`src/rtl/pwm_pkg.sv`:
```
// Shared types and constants for the PWM sequencing controller.
package pwm_pkg;

  localparam int PWM_WIDTH = 8;

  typedef enum logic [1:0] {
    IDLE  = 2'd0,
    RUN   = 2'd1,
    DRAIN = 2'd2
  } pwm_state_t;

endpackage

```
`src/rtl/pwm_reg.sv`:
```
// Single-bit D flop with synchronous active-high reset; used for every registered output.
module pwm_reg (
  input  logic ck,
  input  logic rst,
  input  logic d,
  output logic q
);

  always_ff @(posedge ck) begin
    if (rst) q <= 1'b0;
    else     q <= d;
  end

endmodule

```
`src/rtl/pwm_ctrl.sv`:
```
// PWM period counter with double-buffered period/duty and an IDLE/RUN/DRAIN sequencer
// so enabling, disabling and setting changes only ever take effect on a period boundary.
module pwm_ctrl
  import pwm_pkg::*;
#(
  parameter int WIDTH = PWM_WIDTH
) (
  input  logic             ck,
  input  logic             rst,
  input  logic             en,
  input  logic [WIDTH-1:0] period,
  input  logic [WIDTH-1:0] duty,
  input  logic             load,
  output logic             busy,
  output logic             ack,
  output logic             cycle_end,
  output logic             pwm,
  output logic [1:0]       state_dbg
);

  // Handshake: load is a one-cycle strobe with no back-pressure; every load is captured.
  // busy stays high while captured values await a boundary, and ack pulses for one
  // cycle after each transfer of pending values into the active pair.

  pwm_state_t       state, state_nxt;
  logic [WIDTH-1:0] cnt, cnt_nxt;
  logic [WIDTH-1:0] period_a, duty_a;
  logic [WIDTH-1:0] period_p, duty_p;
  logic             busy_q;
  logic             active;
  logic             at_end;
  logic             xfer;
  logic             pwm_d;

  assign active = (state != IDLE);
  assign at_end = active && (cnt == period_a);
  // In IDLE there is no period in flight, so pending values may apply immediately.
  assign xfer   = busy_q && (!active || (cnt == period_a));
  assign pwm_d  = active && (cnt < duty_a);

  always_comb begin
    state_nxt = state;
    cnt_nxt   = '0;
    case (state)
      IDLE: begin
        if (en) state_nxt = RUN;
      end
      RUN: begin
        if (!en) state_nxt = at_end ? IDLE : DRAIN;
      end
      DRAIN: begin
        if (en)          state_nxt = RUN;
        else if (at_end) state_nxt = IDLE;
      end
      default: state_nxt = IDLE;
    endcase
    if (active && !at_end) cnt_nxt = cnt + WIDTH'(1);
  end

  always_ff @(posedge ck) begin
    if (rst) begin
      state    <= IDLE;
      cnt      <= '0;
      period_a <= '1;
      duty_a   <= '0;
      period_p <= '0;
      duty_p   <= '0;
      busy_q   <= 1'b0;
    end else begin
      state <= state_nxt;
      cnt   <= cnt_nxt;
      if (xfer) begin
        period_a <= period_p;
        duty_a   <= duty_p;
      end
      // A load coinciding with a transfer moves the old pending pair and keeps the new one.
      if (load) begin
        period_p <= period;
        duty_p   <= duty;
        busy_q   <= 1'b1;
      end else if (xfer) begin
        busy_q <= 1'b0;
      end
    end
  end

  pwm_reg u_pwm_reg (.ck(ck), .rst(rst), .d(pwm_d),  .q(pwm));
  pwm_reg u_ack_reg (.ck(ck), .rst(rst), .d(xfer),   .q(ack));
  pwm_reg u_end_reg (.ck(ck), .rst(rst), .d(at_end), .q(cycle_end));

  assign busy      = busy_q;
  assign state_dbg = state;

endmodule
```
`config.mk`:
```
export PLATFORM = sky130hd
export DESIGN_NAME = pwm_ctrl
export DESIGN_NICKNAME = d
export VERILOG_FILES = /design/src/rtl/pwm_pkg.sv /design/src/rtl/pwm_reg.sv /design/src/rtl/pwm_ctrl.sv
export SDC_FILE = /design/constraint.sdc
export NUM_CORES = 1
export LEC_CHECK = 0
export CORE_UTILIZATION = 42
export DETAILED_ROUTE_END_ITERATION = 8
export GPL_TIMING_DRIVEN = 0
export HOLD_SLACK_MARGIN = 0.12
export SLEW_MARGIN = 0
export SYNTH_ARGS = -nofsm -noshare
export SYNTH_HDL_FRONTEND = slang
export SYNTH_SLANG_ARGS = --single-unit
```
`constraint.sdc`:
```
create_clock -name ck -period 4.4 [get_ports ck]
set_clock_uncertainty 0.05 [all_clocks]
set_input_delay 0.88 -clock ck [delete_from_list [all_inputs] [get_ports ck]]
set_output_delay 0.88 -clock ck [all_outputs]
set_load 0.005 [all_outputs]
```
==> results.txt <==
run status -> finished clean
FF+latch count, synth -> 46
# rows -> 26
type of destination of the critical path -> register
peak clock frequency supported by timing -> 395 MHz
cell area after placement -> 2660 sq um
number of synthesis warnings -> 0
H-tree depth -> 2
Hold-fix buffers, CTS -> 0
initial antenna violation count -> 0
cells taking the most area after synthesis -> sky130_fd_sc_hd__dfxtp_1 (40%), sky130_fd_sc_hd__mux2i_1 (6.9%), sky130_fd_sc_hd__ha_1 (4.3%)
initial core utilization -> 44.5%
buffer cell driving the clock tree root -> sky130_fd_sc_hd__clkbuf_8
Clock transition at path regs -> 0.08 ns
Crit path arrival time -> 2.64 ns
required time of the critical path -> 4.51 ns
CTS tree -> yes
overall via count from detail_route -> 2,101
peak supply drop -> 0.171 mV
most instantiated library cell after synthesis -> sky130_fd_sc_hd__dfxtp_1
number of filler instances in the final layout -> 529
core area -> 5240 sq um
Total Wirelength -> 5810 um
maximum clock path buffer count -> 2
proportion of layout cells with a drive suffix above 1 -> 6.14%
area share of the leading cell type in the synthesized netlist -> 39.5%
count of buffer and inverter cells on the critical path -> 4
mean routed wirelength per cell -> 16.0 um
io pins -> 26
Crit Reg-Reg Startpoint -> cnt[2]
final-layout setup total negative slack -> 0 ns
Worst Setup Path Type -> input pin to register
share of the core filled with cells -> 52.2%
relative slew slack -> 59.9%
Antenna diodes -> 0
total die area -> 5850 sq um
layout net count -> 321
largest area contributor in the netlist -> sky130_fd_sc_hd__dfxtp_1
crit-path max cell delay -> 0.58 ns
share of flip-flops with an asynchronous set or reset after synthesis -> 0%
RSZ-0062 raised after global routing -> no
power per cell area -> 297 nW/um^2
critical path launch point type -> input pin
GPL Wtd Cong -> 0.766
GRT overflow -> 0
largest net degree at the start of global routing -> 13
family with the most delay on the worst path -> buffers and inverters
Hold Path Cell Cnt -> 2
Static Leak -> 0.957 nW
number of CTS-inserted buffers -> 5
gate count after technology mapping -> 262
Clk Latency, worst-skew pair -> 0.29 ns
number of setup violations in the final report -> 0
fin crit period -> 2.53 ns
syn avg cell area -> 8.89 sq um
most frequently used flop master after synthesis -> sky130_fd_sc_hd__dfxtp_1
Min-Delay Endpoint -> duty_a[4]
Synth top cells by count -> sky130_fd_sc_hd__dfxtp_1 (46), sky130_fd_sc_hd__nor2_1 (18), sky130_fd_sc_hd__nand2_1 (17), sky130_fd_sc_hd__nor3_1 (17), sky130_fd_sc_hd__mux2i_1 (16)
count of max-cap constraint violations -> 0
global-route total usage across every layer -> 21.4%
number of flops mapped to enable cells by yosys -> 0
first-pass GRT wire length -> 9940 um
critical-path cell list -> clkdlybuf4s50_1 > clkbuf_1 > buf_2 > buf_1 > nor4_1
die outline height -> 76.5 um
detailed-routing iteration count for the pre-antenna-repair pass -> 4
number of routed nets with antenna violations -> 0
Hold WC Path Type -> register to register
number of DRC violations after detailed-routing iteration 0 -> 113
slack of the worst reg-to-reg path -> 2.50 ns
min-delay src -> duty_a[4]
Num Clock Sinks -> 46
Slew Viols, Final -> 0
number of global-route vias before repair -> 1,911
Mapped Area -> 2330 sq um
per-cell via count in the routed design -> 5.79
worst-path cell with the longest stage delay -> sky130_fd_sc_hd__clkdlybuf4s50_1
die width -> 76.5 um
worst-case reg-to-reg path depth -> 5
Setup Buffers After CTS -> 0
number of nets produced by synthesis -> 290
P&R area growth vs syn -> 17.3%
final routed DRC violation total -> 0
endpoint of the lowest-slack register-to-register path -> duty_a[5]
maximum fanout encountered on the critical timing path -> 10
HPWL after DPL -> 4150 um
Resized Gates After CTS -> 0
sequential share of the synthesized area -> 39.5%
number of library cell types mapped by synthesis -> 35
Final period util -> 57.6%
number of failing hold endpoints at the final stage -> 0
post-route standard cell area excluding fillers -> 2730 sq um
slew at the pin with the worst max-slew slack -> 0.599 ns
count of port buffers added during placement -> 24
==> tightest hold or removal path, delay by kind of cell, from the launching register on <==
family	cells	cell delay, ns
flops	1	0.33
simple gates	1	0.06
compound gates	1	0.07
==> layout make-up <==
type,instances,area [sq um],area share (%)
Buffer,25,108,3.94
Tap cell,70,87.6,3.20
Timing Repair Buffer,24,240,8.79
Inverter,10,37.5,1.37
Clock buffer,7,76.3,2.79
Sequential cell,46,921,33.7
Multi-Input combinational cell,181,1260,46.2
==> flip-flops by register name, summed over array words and instances, names as in the netlist <==
name,cells
period_p,8
duty_a,8
u_ack_reg.q,1
cnt,8
period_a,8
state_dbg,2
u_end_reg.q,1
u_pwm_reg.q,1
busy,1
duty_p,8
==> routing by layer <==
layer	global-route usage, %	share of wire (%)	vias to the layer above
li1	-	-	1058
met1	31.4	52	979
met2	31.5	43	59
met3	3.59	4.2	5
met4	6.92	0.93	0
met5	0	0	-
==> through the flow <==
step / hold WS (ns) / std cells / power [mW] / setup slack, ns
after detailed placement: 0.438 / 356 / 0.578 / 1.58
after global routing: 0.481 / 363 / 0.855 / 1.75
final: 0.452 / 363 / 0.813 / 1.87
after floorplan: 0.410 / 262 / 0.533 / 2.57
after CTS: 0.452 / 363 / 0.821 / 1.89
after global placement: 0.423 / 356 / 0.576 / 1.57
==> placed cells by master (no fill, tap or decap), types with 9 or more instances in the layout <==
cell type / count
sky130_fd_sc_hd__xnor2_1: 11
sky130_fd_sc_hd__clkdlybuf4s50_1: 24
sky130_fd_sc_hd__a211oi_1: 9
sky130_fd_sc_hd__nor3_1: 17
sky130_fd_sc_hd__a2111oi_0: 9
sky130_fd_sc_hd__nor4_1: 9
sky130_fd_sc_hd__nor2_1: 18
sky130_fd_sc_hd__dfxtp_1: 46
sky130_fd_sc_hd__buf_2: 10
sky130_fd_sc_hd__nand2_1: 17
sky130_fd_sc_hd__mux2i_1: 16
sky130_fd_sc_hd__clkbuf_1: 14
==> worst max path at each step <==
stage               startpoint           end  slack, ns  cells after the start
finish                     rst  state_dbg[1]       1.87                      5
global route               rst  state_dbg[1]       1.75                      5
CTS                        rst   period_p[3]       1.89                      5
detailed placement         rst   period_p[2]       1.58                      5
global placement           rst   u_ack_reg.q       1.57                      5
floorplan                  rst     duty_p[6]       2.57                      4
==> power breakdown <==
group	switching (mW)	leakage, nW	internal [mW]	total [mW]
clock	0.133	0.0383	0.110	0.243
sequential	0.0192	0.377	0.438	0.457
combinational	0.0592	0.542	0.0536	0.113
==> logic make-up after synthesis <==
group                      Yosys count  share of synthesized area [%]
adders and majority gates            8                           4.30
xor gates and xnor gates            15                           5.64
muxes                               16                           6.87
buffers and inverters               35                           6.23
DFF                                 46                           39.5
AOI/OAI and AO/OA                   50                           16.7
and+or+nand+nor                     92                           20.7
Power figures use the tool's default switching activity.
